## src/rtl/fb_scanout.sv

```systemverilog
// fb_scanout: framebuffer scan-out engine.
// On a start pulse it reads the 64x32 monochrome framebuffer one 8-byte row at a time
// through an arbitrated RAM read port into a line buffer. It then streams that row out
// as single pixels with valid/ready handshaking.
//
// Ports:
//   clk, reset          clock, asynchronous active-low reset
//   start, busy         frame request (accepted in idle only) / scan in progress
//   mem_read_*          RAM read request, address, grant and data (data one cycle after issue)
//   pixel_valid/ready   pixel stream handshake
//   pixel, pixel_x/y    pixel value and coordinates
//   sof, eol            first pixel of frame / last pixel of row
//   frame_done          one-cycle pulse after the last pixel is accepted
module fb_scanout #(
    parameter logic [11:0] FB_BASE   = 12'h100,
    parameter int unsigned ROW_BYTES = 8,
    parameter int unsigned ROWS      = 32
) (
    input  logic        clk,
    input  logic        reset,
    input  logic        start,
    output logic        busy,
    output logic        mem_read_enable,
    output logic [11:0] mem_read_address,
    input  logic        mem_grant,
    input  logic [7:0]  mem_read_data,
    output logic        pixel_valid,
    input  logic        pixel_ready,
    output logic        pixel,
    output logic [5:0]  pixel_x,
    output logic [4:0]  pixel_y,
    output logic        sof,
    output logic        eol,
    output logic        frame_done
);

    localparam logic [2:0] LastByte = 3'(ROW_BYTES - 1);
    localparam logic [4:0] LastRow  = 5'(ROWS - 1);
    localparam logic [5:0] LastCol  = 6'd63;

    typedef enum logic [2:0] {StIdle, StFetch, StDrain, StShift, StDone} state_e;

    state_e      state_q, state_d;
    logic [4:0]  row_q, row_d;
    logic [2:0]  issue_idx_q, issue_idx_d;
    logic        capture_q, capture_d;
    logic [2:0]  capture_idx_q, capture_idx_d;
    logic [5:0]  col_q, col_d;
    logic [7:0]  line_buf_q [ROW_BYTES];

    logic [7:0]  cur_byte;
    logic [2:0]  bit_sel;

    always_comb begin
        state_d         = state_q;
        row_d           = row_q;
        issue_idx_d     = issue_idx_q;
        capture_d       = 1'b0;
        capture_idx_d   = capture_idx_q;
        col_d           = col_q;
        mem_read_enable = 1'b0;

        // A capture flagged last cycle lands this cycle, whatever state we are in now.
        if (capture_q) begin
            capture_idx_d = capture_idx_q + 3'd1;
        end

        unique case (state_q)
            StIdle: begin
                if (start) begin
                    row_d         = '0;
                    issue_idx_d   = '0;
                    capture_idx_d = '0;
                    col_d         = '0;
                    state_d       = StFetch;
                end
            end
            StFetch: begin
                mem_read_enable = 1'b1;
                if (mem_grant) begin
                    capture_d   = 1'b1;
                    issue_idx_d = issue_idx_q + 3'd1;
                    if (issue_idx_q == LastByte) begin
                        state_d = StDrain;
                    end
                end
            end
            StDrain: begin
                state_d = StShift;
            end
            StShift: begin
                if (pixel_ready) begin
                    col_d = col_q + 6'd1;
                    if (col_q == LastCol) begin
                        if (row_q == LastRow) begin
                            state_d = StDone;
                        end else begin
                            row_d   = row_q + 5'd1;
                            state_d = StFetch;
                        end
                    end
                end
            end
            StDone: begin
                row_d   = '0;
                state_d = StIdle;
            end
            default: state_d = StIdle;
        endcase
    end

    always_ff @(posedge clk or negedge reset) begin
        if (!reset) begin
            state_q       <= StIdle;
            row_q         <= '0;
            issue_idx_q   <= '0;
            capture_q     <= 1'b0;
            capture_idx_q <= '0;
            col_q         <= '0;
            for (int i = 0; i < ROW_BYTES; i++) begin
                line_buf_q[i] <= '0;
            end
        end else begin
            state_q       <= state_d;
            row_q         <= row_d;
            issue_idx_q   <= issue_idx_d;
            capture_q     <= capture_d;
            capture_idx_q <= capture_idx_d;
            col_q         <= col_d;
            if (capture_q) begin
                line_buf_q[capture_idx_q] <= mem_read_data;
            end
        end
    end

    // Byte k bit 7 is the leftmost pixel of its group of eight.
    assign cur_byte = line_buf_q[col_q[5:3]];
    assign bit_sel  = 3'd7 - col_q[2:0];

    assign mem_read_address = FB_BASE + {4'b0, row_q, 3'b0} + {9'b0, issue_idx_q};
    assign busy             = (state_q == StFetch) || (state_q == StDrain) ||
                              (state_q == StShift);
    assign pixel_valid      = (state_q == StShift);
    assign pixel            = pixel_valid & cur_byte[bit_sel];
    assign pixel_x          = col_q;
    assign pixel_y          = row_q;
    assign sof              = pixel_valid && (row_q == 5'd0) && (col_q == 6'd0);
    assign eol              = pixel_valid && (col_q == LastCol);
    assign frame_done       = (state_q == StDone);

endmodule

```

## config.mk

```make
export PLATFORM = sky130hd
export DESIGN_NAME = fb_scanout
export DESIGN_NICKNAME = d
export VERILOG_FILES = /design/src/rtl/fb_scanout.sv
export SDC_FILE = /design/constraint.sdc
export NUM_CORES = 1
export LEC_CHECK = 0
export CAP_MARGIN = 30
export CORE_MARGIN = 4
export CORE_UTILIZATION = 30
export CTS_BUF_LIST = sky130_fd_sc_hd__clkbuf_16
export CTS_CLUSTER_DIAMETER = 40
export DETAILED_ROUTE_END_ITERATION = 16
export DONT_BUFFER_PORTS = 1
export HOLD_SLACK_MARGIN = 0.03
export PLACE_DENSITY_LB_ADDON = 0.05
export SYNTH_ARGS = -nofsm -noshare
export SYNTH_HDL_FRONTEND = slang
export SYNTH_SLANG_ARGS = --single-unit
```

## constraint.sdc

```tcl
create_clock -name clk -period 3.1 [get_ports clk]
set_clock_uncertainty 0.15 [all_clocks]
set_input_delay 0.93 -clock clk [delete_from_list [all_inputs] [get_ports clk]]
set_output_delay 0.93 -clock clk [all_outputs]
set_load 0.005 [all_outputs]
```

==> flow_summary_export.csv, run 1 <==
group,metric,value,unit
logic_synthesis,synth.distinct_cells,58,
placement,port_buffers,0,
setup_path,cp_top_family,"multiplexers",
drt,dr.pass1.iters,4,
sta,slew_viol_final,0,
setup_path,critPathRequiredTime,2.02,ns
logic_synthesis,synth_seq_cells,85,
cells_and_area,multiInputGateArea,0.00205,sq mm
clock_tree,clk_pin_slew,0.06,ns
logic_synthesis,postSynth.asyncResetShare,100,%
cells_and_area,area_growth,14.3,%
grt,grt_antenna_before_repair,0,
logic_synthesis,synth_ff_type,"dfrtp_1",
sta,max_freq,0.301,GHz
logic_synthesis,synth_area,0.00434,sq mm
clock_tree,cts.hold.buffers_added,0,
sta,layout_min_cycle_time,3.33,ns
setup_path,cp_num_buf_inv,3,
power_and_ir_drop,p_leak,0.00205,uW
drt,wl_per_cell,20.1,um
cells_and_area,num-fill-cells,1385,
cells_and_area,most-common-layout-cells,"dfrtp_1, mux2_2, buf_4",
clock_tree,clk_root_buffer_cell,"clkbuf_16",
run_status,violations,"negative setup slack",
power_and_ir_drop,vdd_drop_max,0.000328,V
placement,place.gp.congestion,0.717,
flow_run,drv_cap,0,
cells_and_area,layout_commonest_cell,"dfrtp_1",
setup_path,worstRegToRegCells,8,
setup_path,r2r-end,"pixel_y[3]$_DFFE_PN0P_",
sta,hold_violations,0,
logic_synthesis,synth_edf_count,0,
cells_and_area,drive_above_1_share,37.9,%
power_and_ir_drop,power.density,982,mW/mm^2
setup_path,worst_setup_path_start_kind,"flop",
sta,tightest_slew,0.853,ns
run_status,status,"finished, violations left",
drt,remaining_drc_errors,0,
logic_synthesis,synth-seq-area-share,49.1,%
grt,grt_pass1_wl,17100,um
clock_tree,clk_path_buf_depth,2,
sta,fin_ws,-0.228,ns
setup_path,critical_path_class,"reg -> out",
placement,dp_hpwl,7090,um
floorplanning,start_util,30.9,%
drt,vias_per_cell,5.00,
drt,drt_iter0_markers,89,
sta,slew_headroom,43.0,%
setup_path,crit_arrival,2.25,ns
floorplanning,io_pins,43,
grt,first_global_vias,2828,
drt,wl,10700,um
clock_tree,insertion_delay,0.34,ns
clock_tree,cts_buffers,9,
placement,pre_cts_ws,0.0120,ns
floorplanning,fp.dieW,128,um
floorplanning,dieHeight,128,um
logic_synthesis,yosys_warnings,0,
placement,placed_cell_area,0.00459,sq mm
floorplanning,die_area,0.0164,sq mm
cells_and_area,ff_latch_area,0.00213,sq mm
logic_synthesis,syn_inst,335,
cells_and_area,nets,370,
grt,grt_max_degree,86,
hold_path,hold_path_class,"in -> async",
setup_path,r2r_slack,0.62,ns
grt,track_usage,13.8,%
sta,fin_crit_sh,107,%
floorplanning,rows,43,
floorplanning,core_area,0.0140,sq mm
setup_path,r2r_start,"pixel_y[0]$_DFFE_PN0P_",
setup_path,worstPathMaxFanout,8,
cells_and_area,num_antenna_cells,0,
clock_tree,cts_tree,"built",
drt,postRouteAntennaNets,0,
clock_tree,htreeDepth,3,
cells_and_area,final_area,0.00495,sq mm
setup_path,slowest_delay,0.50,ns
setup_path,path_cells,"buf_6 -> buf_6 -> mux4_2 -> o2111ai_2 -> o2111ai_2 -> nor4bb_4 -> buf_4",
setup_path,cp-end-kind,"output port",
clock_tree,cts.sinks,85,
grt,overflow,0,
drt,via_count,2668,
sta,setup_viol,1,
setup_path,crit_path_top_delay_cell,"mux4_2",
sta,rsz0062_at_grt,"true",
logic_synthesis,avgSynthCellArea,12.9,sq um
## how the worst max path moves through the flow
stage / startpoint / to / slack [ns] / depth (start not counted)
global placement: pixel_x[3]$_DFFE_PN0P_ / pixel / 0.03 / 8
global route: pixel_x[3]$_DFFE_PN0P_ / pixel / -0.32 / 7
CTS: pixel_x[3]$_DFFE_PN0P_ / pixel / -0.25 / 7
detailed placement: pixel_x[3]$_DFFE_PN0P_ / pixel / 0.01 / 8
finish: pixel_x[3]$_DFFE_PN0P_ / pixel / -0.23 / 7
floorplan: pixel_x[3]$_DFFE_PN0P_ / pixel / 0.41 / 8
## per-layer routing
metal	track usage, %	part of all wire (%)	up-vias
li1	-	-	1236
met1	19.2	48	1376
met2	21.1	46	45
met3	2.88	4.2	11
met4	5.43	1.6	0
met5	0	0	-
## worst register-to-register path, stage by stage (launching register included)
cell and delay, ns:
dfrtp_1 0.47, ha_1 0.25, and3_1 0.18, ha_1 0.21, nand4bb_1 0.18, or4_1 0.56, a21oi_2 0.20, xnor2_1 0.13
nor2_1 0.05
## synthesized netlist by cell type (2+ instances only)
cell type,count,area share (%)
dfrtp_1,85,49
mux2_2,61,16
nand2_1,18,1.6
nor2_1,15,1.3
buf_4,10,1.7
nand3_1,10,1.2
ha_1,8,2.3
a21oi_1,7,0.81
buf_2,7,0.81
mux2_1,7,1.8
mux2i_1,7,1.6
o21ai_0,7,0.81
clkbuf_1,6,0.52
inv_1,6,0.52
mux4_1,6,3.6
mux4_2,6,3.1
nand2b_1,5,0.72
nor3_1,5,0.58
xor2_1,5,1.0
and3_1,3,0.43
nand4_1,3,0.43
nand4b_1,3,0.61
nor2b_1,3,0.43
a21oi_2,2,0.40
and2_1,2,0.29
buf_12,2,0.92
conb_1,2,0.17
nor3_2,2,0.46
o2111ai_1,2,0.40
xnor2_1,2,0.40
## what timing repair did
| action | CTS | global route |
|---|---|---|
| setup buffers | 2 | 1 |
| gates resized for setup | 14 | 6 |
| pin swaps | 5 | 4 |
| setup endpoints to repair | 1 | 1 |
## sequential cells by signal, summed over array words and instances (netlist names)
| register | count |
|---|---|
| line_buf_q | 64 |
| state_q | 3 |
| pixel_x | 6 |
| capture_idx_q | 3 |
| issue_idx_q | 3 |
| capture_q | 1 |
| pixel_y | 5 |
## stage by stage
stage | cells | utilization [%] | total power [uW] | hold slack (ns) | setup TNS (ns)
6_report | 534 | 35.3 | 4860 | 0.128 | -0.228
5_1_grt | 534 | 35.3 | 5210 | 0.112 | -0.320
4_1_cts | 533 | 35.1 | 4920 | 0.113 | -0.251
3_5_place_dp | 516 | 32.7 | 3740 | 0.326 | 0
3_3_place_gp | 516 | 32.7 | 3710 | 0.313 | 0
2_1_floorplan | 337 | - | 3240 | 0.299 | 0
## where the power goes
| group | internal [uW] | leakage [uW] | switching [uW] | total, uW |
|---|---|---|---|---|
| Combinational | 1020 | 0.000881 | 749 | 1770 |
| Sequential | 1640 | 0.00103 | 401 | 2040 |
| Clock | 613 | 0.000145 | 442 | 1050 |
| Total | 3270 | 0.00205 | 1590 | 4860 |
## cell families after synthesis
kind of cell	Yosys count	synth area share [%]
other	2	0.173
AO/OA/AOI/OAI	28	4.59
AND/OR/NAND/NOR	85	11.6
buffers and inverters	33	4.85
flip-flops	85	49.1
adder cells (fa/ha/maj)	8	2.31
multiplexers	87	26.0
XOR/XNOR	7	1.41
## cell type report
cell class                 instances  area share (%)
tap                              180            4.55
sequential                        85            42.9
inverter                           6           0.455
clock buffer                       9            4.55
timing repair buffer              28            4.87
multi-input combinational        219            41.4
clock inverter                     7            1.19
Note: power is estimated with default switching activity, not from simulation.
==> run 2: changes to the inputs <==
--- a/config.mk
+++ b/config.mk
@@ -14,6 +14,7 @@
 export DONT_BUFFER_PORTS = 1
 export HOLD_SLACK_MARGIN = 0.03
 export PLACE_DENSITY_LB_ADDON = 0.05
+export SETUP_SLACK_MARGIN = 0.15
 export SYNTH_ARGS = -nofsm -noshare
 export SYNTH_HDL_FRONTEND = slang
 export SYNTH_SLANG_ARGS = --single-unit
==> flow_summary_export.csv, run 2 (synthesis gave the netlist of run 1 again) <==
group,metric,value,unit
power_and_ir_drop,vdd_drop_max,0.000325,V
sta,slew_viol_final,0,
floorplanning,fp.dieW,128,um
setup_path,critical_path_class,"reg -> out",
sta,slew_headroom,44.8,%
sta,hold_violations,0,
placement,port_buffers,0,
clock_tree,clk_pin_slew,0.06,ns
floorplanning,start_util,30.9,%
grt,overflow,0,
clock_tree,htreeDepth,3,
drt,via_count,2638,
setup_path,worstPathMaxFanout,8,
power_and_ir_drop,p_leak,0.00205,uW
run_status,violations,"negative setup slack",
clock_tree,cts_buffers,9,
grt,grt_antenna_before_repair,0,
power_and_ir_drop,clockPowerShare,22.1,%
setup_path,slowest_delay,0.54,ns
grt,first_global_vias,2822,
power_and_ir_drop,p_switching,1550,uW
setup_path,r2r-end,"pixel_y[3]$_DFFE_PN0P_",
setup_path,r2r_slack,0.61,ns
cells_and_area,area_growth,13.2,%
power_and_ir_drop,swShare,32.4,%
drt,wl,10600,um
power_and_ir_drop,internal_power,3230,uW
sta,finalHoldWorstSlack,0.128,ns
sta,max_freq,0.294,GHz
placement,dp_cells,516,
setup_path,cp_top_family,"multiplexers",
clock_tree,clk_root_buffer_cell,"clkbuf_16",
setup_path,crit_path_top_delay_cell,"mux4_1",
floorplanning,rows,43,
placement,pre_cts_ws,0.0120,ns
setup_path,path_cells,"buf_6 -> buf_4 -> mux4_1 -> mux2i_1 -> o2111ai_1 -> nor4bb_1 -> buf_4 -> buf_4",
run_status,status,"finished, violations left",
cells_and_area,fin_cells,533,
cells_and_area,num_antenna_cells,0,
drt,wl_per_cell,19.9,um
drt,vias_per_cell,4.95,
clock_tree,clk_path_buf_depth,2,
cells_and_area,nets,369,
sta,tightest_slew,0.825,ns
cells_and_area,most-common-layout-cells,"dfrtp_1, mux2_2, buf_4",
floorplanning,die_area,0.0164,sq mm
power_and_ir_drop,combPwrFrac,35.4,%
placement,place.gp.congestion,0.717,
hold_path,hold_path_class,"in -> async",
clock_tree,cts_tree,"built",
setup_path,crit_arrival,2.32,ns
grt,grt_max_degree,86,
setup_path,r2r_start,"pixel_y[0]$_DFFE_PN0P_",
placement,dp_hpwl,7090,um
power_and_ir_drop,seqPwrFrac,42.5,%
cells_and_area,drive_above_1_share,35.4,%
drt,postRouteAntennaNets,0,
drt,remaining_drc_errors,0,
flow_run,drv_cap,0,
clock_tree,cts.sinks,85,
setup_path,cp_num_buf_inv,4,
floorplanning,core_area,0.0140,sq mm
setup_path,cp_common_cell,"buf_4",
grt,grt_pass1_wl,17000,um
setup_path,critPathRequiredTime,2.02,ns
floorplanning,dieHeight,128,um
setup_path,cp-end-kind,"output port",
sta,fin_ws,-0.301,ns
power_and_ir_drop,power.density,974,mW/mm^2
setup_path,worstRegToRegCells,8,
sta,setup_viol,1,
drt,drt_iter0_markers,95,
cells_and_area,largest_reg_flops,64,
sta,rsz0062_at_grt,"true",
sta,layout_min_cycle_time,3.40,ns
drt,dr.pass1.iters,4,
cells_and_area,largest_register,"line_buf_q",
floorplanning,io_pins,43,
cells_and_area,layout_commonest_cell,"dfrtp_1",
cells_and_area,num-fill-cells,1384,
setup_path,worst_setup_path_start_kind,"flop",
sta,fin_crit_sh,110,%
grt,track_usage,13.8,%
clock_tree,insertion_delay,0.34,ns
power_and_ir_drop,power.total,4780,uW
==> run 2: worst max-delay path by stage <==
stage                           start     to  slack, ns  depth (start not counted)
6_report       pixel_x[3]$_DFFE_PN0P_  pixel      -0.30                          8
5_1_grt        pixel_x[3]$_DFFE_PN0P_  pixel      -0.39                          8
3_5_place_dp   pixel_x[3]$_DFFE_PN0P_  pixel       0.01                          8
3_3_place_gp   pixel_x[3]$_DFFE_PN0P_  pixel       0.03                          8
2_1_floorplan  pixel_x[3]$_DFFE_PN0P_  pixel       0.41                          8
4_1_cts        pixel_x[3]$_DFFE_PN0P_  pixel      -0.34                          8
==> run 2: timing repair <==
item                       4_1_cts  5_1_grt
pin swaps                        1        2
resized for setup                2        6
hold buffers                     0        0
setup endpoints to repair        1        2
setup buffers                    1        0
cloned                           0        0
==> run 2: power by group through the flow <==
stage               Combinational (uW)  Sequential (uW)  Clock (uW)
floorplan                         1380             1860           0
global placement                  1650             2060           0
detailed placement                1690             2050           0
CTS                               1710             2040        1090
global route                      1870             2120        1140
finish                            1690             2030        1050
==> run 2: cell type report <==
class | instances | area [sq um] | area share [%]
clock buffer | 9 | 225 | 4.59
clock inverter | 7 | 58.8 | 1.20
inverter | 6 | 22.5 | 0.459
multi-input combinational | 219 | 2030 | 41.3
sequential | 85 | 2130 | 43.3
tap | 180 | 225 | 4.59
timing repair buffer | 27 | 223 | 4.54
==> run 2: worst reg2reg max path, stage by stage (launching register included) <==
cell and delay [ns]:
dfrtp_1 0.47, ha_1 0.25, and3_1 0.18, ha_1 0.22
nand4bb_1 0.19, or4_1 0.56, a21oi_2 0.20, xnor2_1 0.13
nor2_1 0.05
==> run 2: per-stage QoR <==
stage                     setup TNS [ns]  utilization, %  instance area (sq um)
after detailed placement               0            32.7                   4590
final                             -0.301            35.0                   4910
after CTS                         -0.342            34.8                   4880
after global routing              -0.390            35.0                   4910
after floorplan                        0               -                   4340
after global placement                 0            32.7                   4590
==> run 2: per-layer routing <==
| metal | vias to the layer above | GRT usage (%) | part of all wire [%] | wire length (um) |
|---|---|---|---|---|
| met5 | - | 0 | 0 | 0 |
| met4 | 0 | 5.43 | 1.6 | 169 |
| met2 | 45 | 21.1 | 46 | 4890 |
| met1 | 1345 | 19.0 | 48 | 5120 |
| li1 | 1237 | - | - | - |
| met3 | 11 | 2.88 | 4.2 | 445 |
